===== src/rtl/cr16_uart_loader_if.sv =====
// BRAM port-A write bus between the UART program loader (master) and the CR16 program memory (slave).
interface cr16_uart_loader_if #(
  parameter int P_ADDRESS_WIDTH = 10,
  parameter int P_DATA_WIDTH    = 16
);
  logic [P_DATA_WIDTH-1:0]    mem_data;
  logic [P_ADDRESS_WIDTH-1:0] mem_address;
  logic                       mem_write_enable;

  modport master (output mem_data, output mem_address, output mem_write_enable);
  modport slave  (input  mem_data, input  mem_address, input  mem_write_enable);
endinterface


===== src/rtl/cr16_uart_loader.sv =====
// Receives a length-prefixed, XOR-checksummed image over 8N1 UART and writes it word by word
// into CR16 program BRAM from address 0; O_LOAD_DONE releases the processor.
module cr16_uart_loader #(
  parameter int P_CLK_HZ        = 50000000,
  parameter int P_BAUD          = 115200,
  parameter int P_ADDRESS_WIDTH = 10,
  parameter int P_DATA_WIDTH    = 16
) (
  input  logic                     I_CLK,
  input  logic                     I_NRESET,
  input  logic                     I_RX,
  input  logic                     I_START,
  cr16_uart_loader_if.master       bram,
  output logic                     O_BUSY,
  output logic                     O_LOAD_DONE,
  output logic                     O_ERROR,
  output logic [1:0]               O_ERROR_CODE,
  output logic [P_ADDRESS_WIDTH:0] O_WORD_COUNT
);
  localparam int BIT_CYCLES  = P_CLK_HZ / P_BAUD;
  localparam int HALF_CYCLES = BIT_CYCLES / 2;
  localparam int CNT_W       = $clog2(BIT_CYCLES + 1);
  localparam logic [CNT_W-1:0] BIT_LAST  = CNT_W'(BIT_CYCLES - 1);
  localparam logic [CNT_W-1:0] HALF_LAST = CNT_W'(HALF_CYCLES - 1);
  localparam logic [16:0]      MAX_WORDS = 17'(2 ** P_ADDRESS_WIDTH);

  typedef enum logic [1:0] {RX_IDLE, RX_START, RX_DATA, RX_STOP} rx_state_t;
  typedef enum logic [3:0] {
    IDLE, LEN_HI, LEN_LO, DATA_HI, DATA_LO, WRITE, CHECK, DONE, ERROR
  } state_t;

  rx_state_t        rx_state, rx_state_nxt;
  logic             rx_s1, rx_s2, rx_d;
  logic [CNT_W-1:0] rx_cnt;
  logic [2:0]       rx_bit;
  logic [7:0]       rx_shift;
  logic             byte_valid, frame_err;

  state_t                   state, state_nxt;
  logic [1:0]               code_nxt;
  logic                     start_ok;
  logic [7:0]               len_hi, data_hi, csum;
  logic [P_ADDRESS_WIDTH:0] n_words;
  logic [16:0]              len_word;

  // UART receiver: start-bit qualification at mid-bit, then one sample per bit period
  always_comb begin
    rx_state_nxt = rx_state;
    byte_valid   = 1'b0;
    frame_err    = 1'b0;
    case (rx_state)
      RX_IDLE:  if (rx_d && !rx_s2) rx_state_nxt = RX_START;
      RX_START: if (rx_cnt == HALF_LAST) rx_state_nxt = rx_s2 ? RX_IDLE : RX_DATA;
      RX_DATA:  if (rx_cnt == BIT_LAST && rx_bit == 3'd7) rx_state_nxt = RX_STOP;
      RX_STOP: begin
        if (rx_cnt == BIT_LAST) begin
          rx_state_nxt = RX_IDLE;
          byte_valid   = rx_s2;
          frame_err    = !rx_s2;
        end
      end
      default: rx_state_nxt = RX_IDLE;
    endcase
  end

  always_ff @(posedge I_CLK or negedge I_NRESET) begin
    if (!I_NRESET) begin
      rx_s1    <= 1'b1;
      rx_s2    <= 1'b1;
      rx_d     <= 1'b1;
      rx_state <= RX_IDLE;
      rx_cnt   <= '0;
      rx_bit   <= '0;
      rx_shift <= '0;
    end else begin
      rx_s1    <= I_RX;
      rx_s2    <= rx_s1;
      rx_d     <= rx_s2;
      rx_state <= rx_state_nxt;
      if (rx_state == RX_IDLE || rx_state_nxt != rx_state || rx_cnt == BIT_LAST) rx_cnt <= '0;
      else rx_cnt <= rx_cnt + 1'b1;
      if (rx_state == RX_DATA && rx_cnt == BIT_LAST) begin
        rx_shift <= {rx_s2, rx_shift[7:1]};
        rx_bit   <= rx_bit + 1'b1;
      end
    end
  end

  // Frame parser and BRAM writer
  assign len_word = {1'b0, len_hi, rx_shift};

  always_comb begin
    state_nxt = state;
    code_nxt  = O_ERROR_CODE;
    start_ok  = 1'b0;
    case (state)
      IDLE, DONE, ERROR: begin
        if (I_START) begin
          state_nxt = LEN_HI;
          code_nxt  = 2'b00;
          start_ok  = 1'b1;
        end
      end
      LEN_HI: if (byte_valid) state_nxt = LEN_LO;
      LEN_LO: begin
        if (byte_valid) begin
          if (len_word == 17'd0) state_nxt = CHECK;
          else if (len_word > MAX_WORDS) begin
            state_nxt = ERROR;
            code_nxt  = 2'b10;
          end else state_nxt = DATA_HI;
        end
      end
      DATA_HI: if (byte_valid) state_nxt = DATA_LO;
      DATA_LO: if (byte_valid) state_nxt = WRITE;
      WRITE:   state_nxt = (O_WORD_COUNT + 1'b1 == n_words) ? CHECK : DATA_HI;
      CHECK: begin
        if (byte_valid) begin
          if (rx_shift == csum) state_nxt = DONE;
          else begin
            state_nxt = ERROR;
            code_nxt  = 2'b11;
          end
        end
      end
      default: state_nxt = IDLE;
    endcase
    // A broken frame aborts the load no matter what the parser was doing
    if (O_BUSY && frame_err) begin
      state_nxt = ERROR;
      code_nxt  = 2'b01;
    end
  end

  always_ff @(posedge I_CLK or negedge I_NRESET) begin
    if (!I_NRESET) begin
      state            <= IDLE;
      O_ERROR_CODE     <= '0;
      O_WORD_COUNT     <= '0;
      len_hi           <= '0;
      data_hi          <= '0;
      csum             <= '0;
      n_words          <= '0;
      bram.mem_data    <= '0;
      bram.mem_address <= '0;
    end else begin
      state        <= state_nxt;
      O_ERROR_CODE <= code_nxt;
      if (start_ok) begin
        O_WORD_COUNT <= '0;
        csum         <= '0;
      end
      if (state == WRITE) O_WORD_COUNT <= O_WORD_COUNT + 1'b1;
      if (byte_valid) begin
        case (state)
          LEN_HI: len_hi <= rx_shift;
          LEN_LO: n_words <= len_word[P_ADDRESS_WIDTH:0];
          DATA_HI: begin
            data_hi <= rx_shift;
            csum    <= csum ^ rx_shift;
          end
          DATA_LO: begin
            csum             <= csum ^ rx_shift;
            bram.mem_data    <= {data_hi, rx_shift};
            bram.mem_address <= O_WORD_COUNT[P_ADDRESS_WIDTH-1:0];
          end
          default: ;
        endcase
      end
    end
  end

  assign O_BUSY                = !(state inside {IDLE, DONE, ERROR});
  assign O_LOAD_DONE           = (state == DONE);
  assign O_ERROR               = (state == ERROR);
  assign bram.mem_write_enable = (state == WRITE);
endmodule


===== src/flat_wrapper.sv =====
// flat-port wrapper written by rule: the top's interface ports become plain ports
module cr16_uart_loader_flat 
#(
  parameter int P_CLK_HZ        = 50000000,
  parameter int P_BAUD          = 115200,
  parameter int P_ADDRESS_WIDTH = 10,
  parameter int P_DATA_WIDTH    = 16
)
  (I_CLK, I_NRESET, I_RX, I_START, O_BUSY, O_LOAD_DONE, O_ERROR, O_ERROR_CODE, O_WORD_COUNT, bram_mem_data, bram_mem_address, bram_mem_write_enable);
  cr16_uart_loader_if #(.P_ADDRESS_WIDTH(P_ADDRESS_WIDTH), .P_DATA_WIDTH(P_DATA_WIDTH)) bram_i ();
  input  logic I_CLK;
  input  logic I_NRESET;
  input  logic I_RX;
  input  logic I_START;
  output logic O_BUSY;
  output logic O_LOAD_DONE;
  output logic O_ERROR;
  output logic [1:0] O_ERROR_CODE;
  output logic [P_ADDRESS_WIDTH:0] O_WORD_COUNT;
  output wire logic [$bits(bram_i.mem_data)-1:0] bram_mem_data;
  output wire logic [$bits(bram_i.mem_address)-1:0] bram_mem_address;
  output wire logic [$bits(bram_i.mem_write_enable)-1:0] bram_mem_write_enable;
  assign bram_mem_data = bram_i.mem_data;
  assign bram_mem_address = bram_i.mem_address;
  assign bram_mem_write_enable = bram_i.mem_write_enable;
  cr16_uart_loader #(.P_CLK_HZ(P_CLK_HZ), .P_BAUD(P_BAUD), .P_ADDRESS_WIDTH(P_ADDRESS_WIDTH), .P_DATA_WIDTH(P_DATA_WIDTH)) u_core (.I_CLK(I_CLK), .I_NRESET(I_NRESET), .I_RX(I_RX), .I_START(I_START), .bram(bram_i), .O_BUSY(O_BUSY), .O_LOAD_DONE(O_LOAD_DONE), .O_ERROR(O_ERROR), .O_ERROR_CODE(O_ERROR_CODE), .O_WORD_COUNT(O_WORD_COUNT));
endmodule

===== config.mk =====
export PLATFORM = sky130hd
export DESIGN_NAME = cr16_uart_loader_flat
export DESIGN_NICKNAME = d
export VERILOG_FILES = /design/src/rtl/cr16_uart_loader_if.sv /design/src/rtl/cr16_uart_loader.sv /design/src/flat_wrapper.sv
export SDC_FILE = /design/constraint.sdc
export NUM_CORES = 1
export LEC_CHECK = 0
export CORE_UTILIZATION = 35
export CTS_CLUSTER_DIAMETER = 200
export DETAILED_ROUTE_END_ITERATION = 10
export GPL_TIMING_DRIVEN = 0
export MAX_ROUTING_LAYER = met4
export PLACE_DENSITY = 0.65
export SYNTH_ARGS = -nofsm -noshare
export SYNTH_HDL_FRONTEND = slang
export SYNTH_SLANG_ARGS = --single-unit

===== constraint.sdc =====
create_clock -name I_CLK -period 2.1 [get_ports I_CLK]
set_input_delay 0.315 -clock I_CLK [delete_from_list [all_inputs] [get_ports I_CLK]]
set_output_delay 0.315 -clock I_CLK [all_outputs]
set_load 0.01 [all_outputs]

==> qor.yml <==
sta:
  maxSlewHeadroom_pct: 59.3
  rsz0062_at_grt: "true"
  tightestPinTransition_ps: 610
  hold_viol: 0
  fin_skew_ps: 6.55
  layout_min_cycle_time_ps: 2100
  setup_violations: 0
  max_freq_mhz: 476
  fin_hold_ws_ps: 355
  finalSetupTns_ps: 0
  fin_crit_sh_pct: 100
  drv_slew: 0
synthesis:
  synthFlopType: "dfrtp_1"
  synthDistinctLibCells: 53
  synth_edf_count: 0
  syn_inst: 465
  synth_seq_cells: 103
  synth_area_per_cell_um2: 11.0
  synth_seq_area_share_pct: 50.5
  synth_area_leaders: "dfrtp_1 49%, mux2_2 9.2%, mux2_4 5.3%, o21ai_0 4.2%, xnor2_1 3.4%"
  post-synth-top-area-cell: "dfrtp_1"
  async_flop_share_pct: 100
  syn_nets: 475
  synth_area_um2: 5110
  yosysWarnings: 0
  synth_top_area_share_pct: 48.9
clocking:
  worstSkewPairLatency_ps: 350
  numCtsBuffers: 9
  clkTransAtPathRegs_ps: 70
  cts_root_buf: "clkbuf_16"
  clockBufferDepth: 2
  htree_levels: 3
  clock_sinks: 103
  cts_tree: "yes"
die:
  die_area_um2: 15100
  core_area_um2: 14000
  fp-row-count: 43
  die_w_um: 123
  start_util_pct: 36.4
  dieHeight_um: 123
  ios: 47
critical_path:
  crit_required_ps: 2340
  crit_type: "reg2reg"
  crit_fanout: 10
  crit_chain: "clkbuf_2 > nand3_1 > o21ai_0 > o221ai_1 > a32oi_1 > nor4b_2 > a221o_1"
  cp_slowest_cell: "dfrtp_1"
  path_buf_inv: 1
  max_stage_delay_ps: 430
  endpoint_kind: "register"
  critPathLaunchType: "register"
  cp_top_family: "compound AO/OA/AOI/OAI gates"
  arrival_ps: 2340
status:
  status: "finished clean"
cells_and_area:
  nFillCells: 1262
  drive_above_1_share_pct: 28.0
  fin_nets: 540
  multi_input_area_um2: 2520
  antennaDiodeCount: 0
  final_cells: 715
  regArea_um2: 2590
  area_growth_pct: 26.0
global_route:
  antenna_found_initial: 0
  grt_pass1_wl_mm: 18.7
  grt_max_degree: 59
  grt_pass1_vias: 3726
  gr-usage-all-layers_pct: 16.7
  overflow: 0
route:
  ant_nets: 0
  drt_iter0_drc: 363
  dr.pass1.iters: 6
  drt_drc_violations_left: 0
  vias: 3737
  avgViaCountPerCell: 5.23
  routedWlPerCell_um: 15.7
  totalWireLength_mm: 11.3
power:
  peakVddDrop_mv: 0.442
  leakage_uw: 0.00299
  total_power_uw: 5440
  p_per_area_nw_per_um2: 844
flow_run:
  maxCapViolCount: 0
placed_design:
  dp_hpwl_mm: 7.53
  dp_cells: 692
  gp_congestion: 0.878
  port_buffers: 46
min_path:
  hold_class: "reg2reg"
-- metrics by stage --
step,setup WS (ps),area [um^2],util (%)
after global routing,-63.1,6440,45.9
final,0.626,6440,45.9
after CTS,-6.71,6370,45.3
after floorplan,4.57,5120,-
after global placement,-3520,5810,41.3
after detailed placement,-496,5830,41.5
-- flip-flops by register name, summed over array words and instances, names as in the netlist, 2 cells and up --
| register | cells |
|---|---|
| u_core.csum | 8 |
| u_core.O_ERROR_CODE | 2 |
| u_core.n_words | 11 |
| u_core.O_WORD_COUNT | 11 |
| u_core.bram.mem_data | 16 |
| u_core.bram.mem_address | 10 |
| u_core.state | 4 |
| u_core.rx_bit | 3 |
| u_core.rx_state | 2 |
| u_core.data_hi | 8 |
| u_core.rx_cnt | 9 |
| u_core.rx_shift | 8 |
| u_core.len_hi | 8 |
-- path summary, 6_finish.rpt --
check | start | slack [ps] | cells past startpoint | end
min in group asynchronous | I_NRESET | 520 | 2 | u_core.rx_cnt[8]
min reg2reg | u_core.rx_s1 | 360 | 0 | u_core.rx_s2
max reg2reg | u_core.O_WORD_COUNT[2] | 0.6 | 7 | u_core.state[2]
max | u_core.O_WORD_COUNT[2] | 0.6 | 7 | u_core.state[2]
max in group asynchronous | I_NRESET | 880 | 3 | u_core.O_WORD_COUNT[1]
min | u_core.rx_s1 | 360 | 0 | u_core.rx_s2
-- worst reg2reg max path, stage by stage (launching register included) --
cell      delay (ps)
dfrtp_1          430
clkbuf_2         250
nand3_1          160
o21ai_0          200
o221ai_1         150
a32oi_1          420
nor4b_2          120
a221o_1          270
-- what timing repair did --
action | CTS | global route
gates resized for setup | 48 | 24
pin swaps | 7 | 4
buffers inserted | 10 | 3
endpoints found under the hold margin | 29 | 0
hold buffers | 1 | 0
endpoints found under the setup margin | 70 | 41
-- power by group --
group	internal [uW]	switching [uW]
logic	673	800
registers	2110	161
clock network	931	760
total	3710	1720
-- area by class of cell --
type	count	area share (%)
timing repair buffer	61	9.30
sequential	103	40.2
multi-input combinational	322	39.1
clock inverter	6	1.05
tap	180	3.50
buffer	21	2.60
inverter	12	0.738
clock buffer	10	3.55
-- placed cells by master, fill, tap and decap left out, drive strengths merged, types with 4 or more instances in the layout --
cell,synthesis,routed
a21oi,8,8
and2,5,5
buf,14,27
clkbuf,14,20
clkdlybuf4s50,0,42
dfrtp,100,100
ha,6,6
inv,12,14
mux2,60,60
nand2,33,33
nand2b,10,10
nand3,13,13
nand4,10,10
nand4b,4,4
nor2,40,40
nor3,7,7
nor4,7,7
o21ai,43,43
o31ai,5,5
xnor2,20,20
xor2,14,14
-- cells in the mapped netlist, types with 8 or more instances --
cell type / n
mux2_4: 18
xnor2_1: 20
o21ai_0: 43
a21oi_1: 8
dfrtp_1: 100
xor2_1: 14
nor2_1: 37
buf_2: 8
nand2b_1: 10
inv_1: 11
nand4_1: 10
mux2_2: 42
nand3_1: 13
nand2_1: 33
clkbuf_1: 13
-- cells by family after synthesis --
group,after synthesis,synth area share [%]
buf+inv,40,3.89
fa+ha+maj,6,1.47
flops,103,50.5
compound gates,78,9.32
simple gates,144,14.5
mux,60,14.5
xor+xnor,34,5.82
-- per-layer routing --
metal,share of wire (%),up-vias,track usage (%)
met3,3.6,17,3.67
met2,46,97,24.8
met1,48,1845,21.9
met5,0,-,-
li1,-,1778,-
met4,1.9,0,7.32
Power figures use the tool's default switching activity.
